==> src/rtl/labsim2_q_monitor.sv <==
// labsim2_q_monitor
// Watches the 8-bit code word from the pattern-code stage and classifies each
// sample as ZERO (0x00), ALT (0x55), ONES (0xFF) or ILLEGAL (anything else).
// A class has to repeat for STABLE_CYC consecutive samples before it is
// committed. The block reports commit events, saturating per-class commit
// counts, a sticky illegal flag and the number of cycles since the last commit.
module labsim2_q_monitor #(
  parameter int STABLE_CYC = 2,
  parameter int CNT_W      = 8
) (
  input  logic             clk,
  input  logic             srst_in,
  input  logic [7:0]       q_in,
  output logic [1:0]       cls,
  output logic             chg_pulse,
  output logic [CNT_W-1:0] n55,
  output logic [CNT_W-1:0] nff,
  output logic             err,
  output logic [CNT_W-1:0] run_len
);

  typedef enum logic [1:0] {
    CLS_ZERO    = 2'b00,
    CLS_ALT     = 2'b01,
    CLS_ONES    = 2'b10,
    CLS_ILLEGAL = 2'b11
  } cls_t;

  localparam logic [3:0]       STAB_MAX = 4'(STABLE_CYC);
  localparam logic [CNT_W-1:0] CNT_MAX  = {CNT_W{1'b1}};

  cls_t       raw;
  cls_t       cand;
  cls_t       cand_n;
  cls_t       cls_q;
  logic [3:0] stab;
  logic [3:0] stab_n;
  logic       commit;

  // Decode the incoming word into its class; only three exact codes are legal.
  always_comb begin
    raw = CLS_ILLEGAL;
    case (q_in)
      8'h00:   raw = CLS_ZERO;
      8'h55:   raw = CLS_ALT;
      8'hFF:   raw = CLS_ONES;
      default: raw = CLS_ILLEGAL;
    endcase
  end

  // Track the candidate class and how many samples in a row it has been seen.
  always_comb begin
    cand_n = cand;
    stab_n = stab;
    if (raw == cand) begin
      if (stab < STAB_MAX) begin
        stab_n = stab + 4'd1;
      end
    end else begin
      cand_n = raw;
      stab_n = 4'd1;
    end
  end

  // A stable candidate that differs from the committed class is committed now.
  assign commit = (stab_n == STAB_MAX) && (cand_n != cls_q);

  // Debounce registers plus the committed class (the state) and all status outputs.
  always_ff @(posedge clk) begin
    if (srst_in) begin
      cand      <= CLS_ZERO;
      stab      <= 4'd0;
      cls_q     <= CLS_ZERO;
      chg_pulse <= 1'b0;
      n55       <= '0;
      nff       <= '0;
      err       <= 1'b0;
      run_len   <= '0;
    end else begin
      cand <= cand_n;
      stab <= stab_n;
      if (commit) begin
        cls_q     <= cand_n;
        chg_pulse <= 1'b1;
        run_len   <= '0;
        if (cand_n == CLS_ALT && n55 != CNT_MAX) begin
          n55 <= n55 + 1'b1;
        end
        if (cand_n == CLS_ONES && nff != CNT_MAX) begin
          nff <= nff + 1'b1;
        end
        if (cand_n == CLS_ILLEGAL) begin
          err <= 1'b1;
        end
      end else begin
        chg_pulse <= 1'b0;
        if (run_len != CNT_MAX) begin
          run_len <= run_len + 1'b1;
        end
      end
    end
  end

  assign cls = cls_q;

endmodule

==> config.mk <==
export PLATFORM = sky130hd
export DESIGN_NAME = labsim2_q_monitor
export DESIGN_NICKNAME = d
export VERILOG_FILES = /design/src/rtl/labsim2_q_monitor.sv
export SDC_FILE = /design/constraint.sdc
export NUM_CORES = 1
export LEC_CHECK = 0
export ABC_CLOCK_PERIOD_IN_PS = 2350
export CAP_MARGIN = 20
export CELL_PAD_IN_SITES_DETAIL_PLACEMENT = 1
export CELL_PAD_IN_SITES_GLOBAL_PLACEMENT = 1
export CORE_MARGIN = 5
export CORE_UTILIZATION = 33
export DETAILED_ROUTE_END_ITERATION = 8
export GPL_TIMING_DRIVEN = 0
export PLACE_DENSITY = 0.83
export SLEW_MARGIN = 10
export SYNTH_ARGS = -nofsm -noshare
export SYNTH_HDL_FRONTEND = slang
export SYNTH_SLANG_ARGS = --single-unit
export TNS_END_PERCENT = 1
==> constraint.sdc <==
create_clock -name clk -period 2.35 [get_ports clk]
set_input_delay 0.3525 -clock clk [delete_from_list [all_inputs] [get_ports clk]]
set_output_delay 0.3525 -clock clk [all_outputs]
set_load 0.005 [all_outputs]
After elaboration in Yosys (flattened, before gate mapping)

Index checks and enable logic that the tools add are counted.

Reductions and logical operators: 8
Equal/unequal tests: 11
Magnitude comparators: 1
Muxes and demuxes: 5
Add/sub/neg operators: 4

Operators by type and width:

| kind                                               | count |
|---|---|
| adder 8 x 1 -> 8 bit, second input constant        | 3 |
| inequality test 8 bit, second input constant       | 3 |
| == test 8 x 7 -> 1 bit, second input constant      | 1 |
| == test 8 bit, second input constant               | 1 |
| zero test 8 bit                                    | 1 |
| 2-to-1 mux 4 bit                                   | 2 |
| one-hot mux 2 bit (3 select lines)                 | 1 |
| AND reduction 2 bit                                | 3 |
| adder 4 x 1 -> 4 bit, second input constant        | 1 |
| == test 2 bit, second input constant               | 2 |
| == test 4 x 2 -> 1 bit, second input constant      | 1 |
| < comparator 4 x 2 -> 1 bit, second input constant | 1 |
| logical AND 1 bit                                  | 3 |
| == test 2 x 1 -> 1 bit, second input constant      | 1 |
| == test 2 bit                                      | 1 |
| 2-to-1 mux 2 bit                                   | 1 |
| inequality test 2 bit                              | 1 |
| OR reduction 2 bit                                 | 1 |
| 2-to-1 mux 1 bit                                   | 1 |

Register bits: 34

Logic depth before layout (Yosys ltp)

Gate-level depths: netlist of run 1.

Depth after elaboration: 7
Gate-level depth with buffers: 9
Depth with buffers taken out: 7

Least setup slack after synthesis of run 1

No wires, ideal clock.

Path kind: register -> register
Start point: register stab[1]
End point: register nff[6]
Arrival: 2.182 ns
Cell stages (with the launch flop): 8
Clock period less this slack: 2.303 ns
Buffers on the path: 0
Slack: 0.047 ns
Setup time: 0.121 ns
Cells stage by stage: dfxtp_1 ha_1 nor2b_1 o21ai_0 a2111oi_1 o22ai_2 nor4_1 mux2_2

Cells in the longest elaborated chain, start to end: 6
Elaborated cells on any way between the ends: 7
Those cells by class: 1 x add/sub; 1 x order compare; 1 x eq/ne; 2 x mux; 2 x reduce/logical

Ends and longest elaborated chain:

| item                                                                | line   | RTL |
|---|---|---|
| start: declaration                                                  | 36     | `logic [3:0] stab;` |
| start signal: assignment                                            | 81     | `stab <= stab_n;` |
| adder 4 x 1 -> 4 bit or < comparator 4 x 2 -> 1 bit (tied branches) | 57, 56 |  |
| 2-to-1 mux 4 bit *                                                  | 56     | `if (stab < STAB_MAX) begin` |
| 2-to-1 mux 4 bit *                                                  | 55     | `if (raw == cand) begin` |
| == test 4 x 2 -> 1 bit *                                            | 66     | `assign commit = (stab_n == STAB_MAX) && (cand_n != cls_q);` |
| logical AND 1 bit *                                                 | 66     |  |
| AND reduction 2 bit (no source line) *                              | n/a    |  |
| end signal: assignment                                              | 90     | `nff <= nff + 1'b1;` |
| end: declaration                                                    | 17     | `output logic [CNT_W-1:0] nff,` |

Every way passes the cells marked *; elsewhere a longest branch is shown, timed or not.
A chain may end at the register's enable or synchronous reset.

Final worst setup path of run 1

Start point: register stab[3]
End point: register nff[5]

Same word-level chain as after synthesis.

==> flow_metrics.py, run 1 <==
metrics = {
    "synth": {
        "synth-seq-area-share_pct": 39.8,
        "syn_inst": 203,
        "async_flop_share_pct": 0,
        "avgSynthCellArea_sq_um": 8.43,
        "synth.top_cells.by_area": "dfxtp_1, a21oi_1, or3_1, o21ai_0, nor2_1",
        "ys_warn_count": 0,
        "synth_enable_flop_cells": 0,
        "synth_seq_cells": 34,
        "synth_cell_types": 40,
        "synth_nets": 217,
        "syn_area_sq_mm": 0.00171,
        "synth_top_cell_by_area": "dfxtp_1",
        "synthFlopType": "dfxtp_1",
        "synth.top_cell.area_share_pct": 39.8,
    },
    "worst_setup_path": {
        "start_kind": "flop",
        "crit_type": "flop to flop",
        "worstPathRequired_ns": 2.56,
        "worstSetupEndpoint": "nff[5]",
        "worst-path-max-fanout": 5,
        "worstReg2RegStart": "stab[3]",
        "cp_data_arrival_time_ns": 2.51,
        "r2r_end": "nff[5]",
        "rr_worst_depth": 7,
        "end_kind": "flop",
        "r2r_slack_ns": 0.05,
        "crit_start": "stab[3]",
    },
    "route": {
        "finalWirelength_mm": 5.51,
        "ant_nets": 0,
        "wire_per_inst_um": 16.7,
        "post-route-drc-count": 0,
        "via_count": 1786,
        "viasPerCell": 5.43,
        "first_iter_violations": 50,
        "drt_pass1_iterations": 4,
    },
    "pwr": {
        "clkPwrFrac_pct": 41.8,
        "p_sw_uw": 302,
        "peakVddDrop_v": 0.000345,
        "power.density_mw_per_mm2": 504,
        "comb_power_share_pct": 10.8,
        "seqPwrFrac_pct": 47.4,
        "swShare_pct": 23.8,
        "power_uw": 1270,
        "p_leak_uw": 0.000869,
        "intPower_uw": 969,
    },
    "placed_design": {
        "gp_congestion": 0.810,
        "post-place-ws_ns": -0.694,
        "dpl.hpwl_mm": 3.42,
        "io_buffers": 36,
    },
    "layout": {
        "layout-drive-gt1-share_pct": 22.0,
        "synthToLayoutAreaGrowth_pct": 47.5,
        "n_antenna_cell": 0,
        "nNetsFinal": 272,
    },
    "floorplan": {
        "row_count": 26,
        "die_x_um": 82.0,
        "start_util_pct": 33.7,
        "core_sq_mm": 0.00507,
        "die_h_um": 82.0,
        "die-area_sq_mm": 0.00672,
        "io_pins": 38,
    },
    "sta": {
        "fin_ws_ns": 0.0533,
        "layout_worst_path_cycle_share_pct": 97.7,
        "final.min_clock_period_ns": 2.30,
        "skew_ns": 0.00503,
        "hold_viol": 0,
        "finalSetupViolations": 0,
        "worst_pin_slew_ns": 0.530,
        "slew-limit-headroom_pct": 64.4,
        "maxSlewViolCount": 0,
        "max_freq_mhz": 435,
    },
    "global_route": {
        "grt_pass1_wl_mm": 8.74,
        "grt.overflow.total": 0,
        "grt_pass1_vias": 1807,
        "antenna_found_initial": 0,
        "grt_use_total_pct": 16.6,
        "grt_max_degree": 11,
    },
    "min_path": {
        "worstHoldPathType": "flop to flop",
    },
    "clock_network": {
        "h-tree-depth": 2,
        "cts-root-buf": "clkbuf_8",
        "cts_buffers": 5,
        "clk_latency_ns": 0.28,
        "cts.clk_slew.worst_paths_ns": 0.07,
        "clockBufferDepth": 2,
        "clock_sinks": 34,
        "cts_tree": "built",
        "postCtsHoldBufs": 0,
    },
    "flow_run": {
        "drv_cap": 0,
    },
    "outcome": {
        "status": "complete, no violations",
    },
}
synth_stat cells (all sizes together) (3+ instances only):
master  instances
inv             6
buf             4
and3            7
nand4           8
xor2            3
a21oi          21
or4             4
dfxtp          34
or3            13
nand3          12
nand2           9
nor2b           4
nor3            6
nor2           18
ha              4
nor4            6
clkbuf          4
o21ai          17
mux2i           3
cell families after synthesis:
logic type / synth area share [%]
buffers and inverters: 4.10
AOI/OAI and AO/OA: 18.7
and+or+nand+nor: 30.0
DFF: 39.8
adders and majority gates: 2.93
xor gates and xnor gates: 2.05
muxes: 2.41
final cells by class:
type | instances | area (sq um)
Buffer | 6 | 45.0
Clock buffer | 7 | 76.3
Clock inverter | 1 | 30.0
Fill cell | 613 | 2550
Inverter | 6 | 22.5
Multi-Input combinational cell | 155 | 1120
Sequential cell | 34 | 686
Tap cell | 70 | 87.6
Timing Repair Buffer | 50 | 457
per-stage QoR:
step | setup TNS (ns) | util (%) | std cells | hold slack [ns] | instance area [sq um]
6_report | 0 | 49.7 | 329 | 0.495 | 2520
3_3_place_gp | -15.28 | 42.5 | 309 | 0.468 | 2160
2_1_floorplan | 0 | - | 203 | 0.478 | 1710
5_1_grt | -0.407 | 49.7 | 329 | 0.515 | 2520
3_5_place_dp | -16.61 | 42.5 | 309 | 0.478 | 2160
4_1_cts | -0.000207 | 47.8 | 324 | 0.494 | 2420
worst min path at each step:
stage	startpoint	end	slack (ns)	depth (start not counted)
floorplan	cls[0]	cls[0]	0.48	2
global placement	err	err	0.47	1
detailed placement	err	err	0.48	1
CTS	err	err	0.49	1
global route	err	err	0.52	1
finish	err	err	0.49	1
metal layers:
metal	GRT usage [%]	wire length, um	vias to the layer above
met4	3.82	48	0
li1	-	-	865
met1	21.0	2490	881
met2	28.8	2780	34
met3	3.18	188	6
met5	0	0	-
what timing repair did:
action	CTS	global route
gates cloned	1	0
pin swaps	9	9
setup buffers	8	5
gates resized for setup	28	24
setup endpoints to repair	28	27
layout by cell type, fill, tap and decap left out, types with 2 or more instances in the layout:
cell type / instances
dfxtp_1: 32
clkdlybuf4s50_1: 28
a21oi_1: 18
nor2_1: 17
o21ai_0: 15
buf_4: 13
nand3_1: 12
or3_1: 12
nand2_1: 9
nand4_1: 8
inv_1: 6
and3_1: 6
clkbuf_1: 5
clkbuf_8: 5
nor3_1: 4
clkbuf_2: 4
nor4_4: 3
a21oi_2: 3
buf_6: 3
xor2_1: 3
nor2b_1: 3
mux2i_1: 3
ha_1: 3
dlygate4sd2_1: 3
or4_4: 2
a211oi_1: 2
a311oi_2: 2
o31ai_1: 2
or4_1: 2
nor4_2: 2
o21ba_2: 2
critical path, stage by stage (launching register included):
cell and delay, ns:
dfxtp_1 0.36, o31ai_1 0.50, nand3_1 0.20, a311oi_2 0.33, o22ai_4 0.15, buf_6 0.16, or3_1 0.37, a21oi_2 0.15
state kept, by name, summed over array words and instances, names as in the netlist:
| register | flops |
|---|---|
| cand | 2 |
| err | 1 |
| cls | 2 |
| stab | 4 |
| run_len | 8 |
| nff | 8 |
| chg_pulse | 1 |
| n55 | 8 |
power groups by stage:
stage | clock [uW] | sequential, uW | combinational (uW)
after floorplan | 0 | 611 | 55.7
after global placement | 0 | 612 | 102
after detailed placement | 0 | 613 | 104
after CTS | 544 | 602 | 118
after global routing | 575 | 605 | 148
final | 532 | 603 | 137
(Power assumes the default switching activity.)
==> run 2, diff against run 1 <==
Settings changed: PLACE_DENSITY 0.83 to 0.82.
==> run 2 against run 1 <==
- the flow now finishes with violations (setup timing)
- count of clock-buffer cells in the layout unchanged
- total power decreased by 8.9%
- via count decreased by 0.34%
- sequential share of layout area decreased by 0.74 points
- combinational power increased by 5%
- clock skew increased by 0.0018 ns
- die area unchanged
- critical path type is now primary input to flop
- flip-flop and latch count unchanged
- largest power group unchanged
- non-clock buffer count increased by 6
==> flow_metrics.py, run 2 (same netlist as run 1, synthesis figures left out) <==
metrics = {
    "sta": {
        "skew_ns": 0.00684,
        "final.min_clock_period_ns": 2.38,
        "layout_worst_path_cycle_share_pct": 101,
        "rsz0062_at_grt": "yes",
        "fin_ws_ns": -0.0278,
        "max_freq_mhz": 421,
        "tns_ns": -0.0875,
        "slew-limit-headroom_pct": 64.6,
        "hold_viol": 0,
        "finalSetupViolations": 6,
        "worst_pin_slew_ns": 0.531,
        "maxSlewViolCount": 0,
    },
    "layout": {
        "fillers": 592,
        "reg_top3": "n55: 8 flops, nff: 8 flops, run_len: 8 flops",
        "ff_latch_area_sq_um": 682,
        "nNetsFinal": 278,
        "layout-drive-gt1-share_pct": 22.0,
        "n_antenna_cell": 0,
        "finish.instance_area_sq_mm": 0.00258,
        "multiInputGateArea_sq_mm": 0.00113,
        "synthToLayoutAreaGrowth_pct": 50.8,
        "layout_commonest_cell": "dfxtp_1",
        "final_cell_mix": "dfxtp_1, clkdlybuf4s50_1, nor2_1, a21oi_1",
    },
    "clock_network": {
        "cts.clk_slew.worst_paths_ns": 0.07,
        "clk_latency_ns": 0.29,
        "clock_sinks": 34,
        "cts_tree": "built",
        "h-tree-depth": 2,
        "clockBufferDepth": 2,
        "cts-root-buf": "clkbuf_8",
        "cts_buffers": 5,
        "postCtsHoldBufs": 0,
    },
    "route": {
        "via_count": 1780,
        "wire_per_inst_um": 16.6,
        "ant_nets": 0,
        "first_iter_violations": 33,
        "finalWirelength_mm": 5.56,
        "viasPerCell": 5.33,
        "post-route-drc-count": 0,
        "drt_pass1_iterations": 4,
    },
    "floorplan": {
        "die_x_um": 82.0,
        "io_pins": 38,
        "die-area_sq_mm": 0.00672,
        "die_h_um": 82.0,
        "row_count": 26,
        "core_sq_mm": 0.00507,
        "start_util_pct": 33.7,
    },
    "global_route": {
        "grt_use_total_pct": 16.8,
        "grt_pass1_vias": 1824,
        "antenna_found_initial": 0,
        "grt_pass1_wl_mm": 8.74,
        "grt_max_degree": 11,
        "grt.overflow.total": 0,
    },
    "pwr": {
        "peakVddDrop_v": 0.000344,
        "power.density_mw_per_mm2": 449,
        "p_leak_uw": 0.000903,
    },
    "worst_setup_path": {
        "cp_data_arrival_time_ns": 2.60,
        "end_kind": "flop",
        "crit_type": "primary input to flop",
        "worst-path-max-fanout": 6,
        "start_kind": "primary input",
        "worstPathRequired_ns": 2.57,
    },
    "flow_run": {
        "drv_cap": 0,
    },
    "placed_design": {
        "post-place-ws_ns": -0.625,
        "place_area_sq_mm": 0.00216,
        "gp_congestion": 0.765,
        "dpl.hpwl_mm": 3.34,
        "io_buffers": 36,
    },
    "outcome": {
        "status": "complete, but fails checks",
        "violations": "setup timing",
    },
    "min_path": {
        "worstHoldPathType": "flop to flop",
    },
}
[run 2: cell count changes in the layout (fill, tap and decap cells not counted), sizes merged]
cell | before | now
dlymetal6s2s | 1 | 2
clkdlybuf4s15 | 0 | 2
buf | 17 | 21
clkbuf | 14 | 13
bufinv | 1 | 0
[run 2: through the flow]
step / cells / utilization, % / hold slack (ns) / total power [uW]
detailed placement: 309 / 42.5 / 0.481 / 718
floorplan: 203 / - / 0.478 / 667
global placement: 309 / 42.5 / 0.475 / 714
finish: 334 / 50.8 / 0.491 / 1160
global route: 334 / 50.8 / 0.512 / 1210
CTS: 325 / 47.2 / 0.497 / 1140
[run 2: worst max-delay path, stage by stage]
cell and delay (ns):
dlygate4sd2_1 0.26, or4_4 0.52, buf_4 0.18, nor4_2 0.40, o221ai_4 0.23, or4_4 0.52, a21oi_2 0.13
[run 2: timing repair]
action,in CTS,in global routing
endpoints found under the setup margin,28,27
pin swaps,8,14
cloned,1,2
setup buffers,9,8
gates resized for setup,27,22
[run 2: per-layer routing]
| metal | routed length [um] | up-vias | global-route usage, % |
|---|---|---|---|
| li1 | - | 876 | - |
| met1 | 2490 | 861 | 19.6 |
| met2 | 2760 | 32 | 30.0 |
| met3 | 199 | 11 | 4.06 |
| met4 | 106 | 0 | 5.15 |
| met5 | 0 | - | 0 |
[run 2: final cells by class]
class | count | share of cell area, %
plain buffers | 7 | 2.04
multi-input cells | 155 | 43.7
flip-flops and latches | 34 | 26.4
well taps | 70 | 3.40
inverters | 6 | 0.873
clock buffers | 7 | 2.96
repair buffers | 55 | 20.6
[run 2: power by group]
part           switching (uW)  internal [uW]
registers                16.3            588
logic                    74.3           69.7
clock network             207            204
[run 2: final timing paths]
check,end,slack [ns],cells after the start,start
worst max-delay path,n55[7],-0.03,7,q_in[5]
worst min-delay path,err,0.49,1,err
worst max register to register,n55[7],0.02,8,stab[1]
worst min register to register,err,0.49,1,err
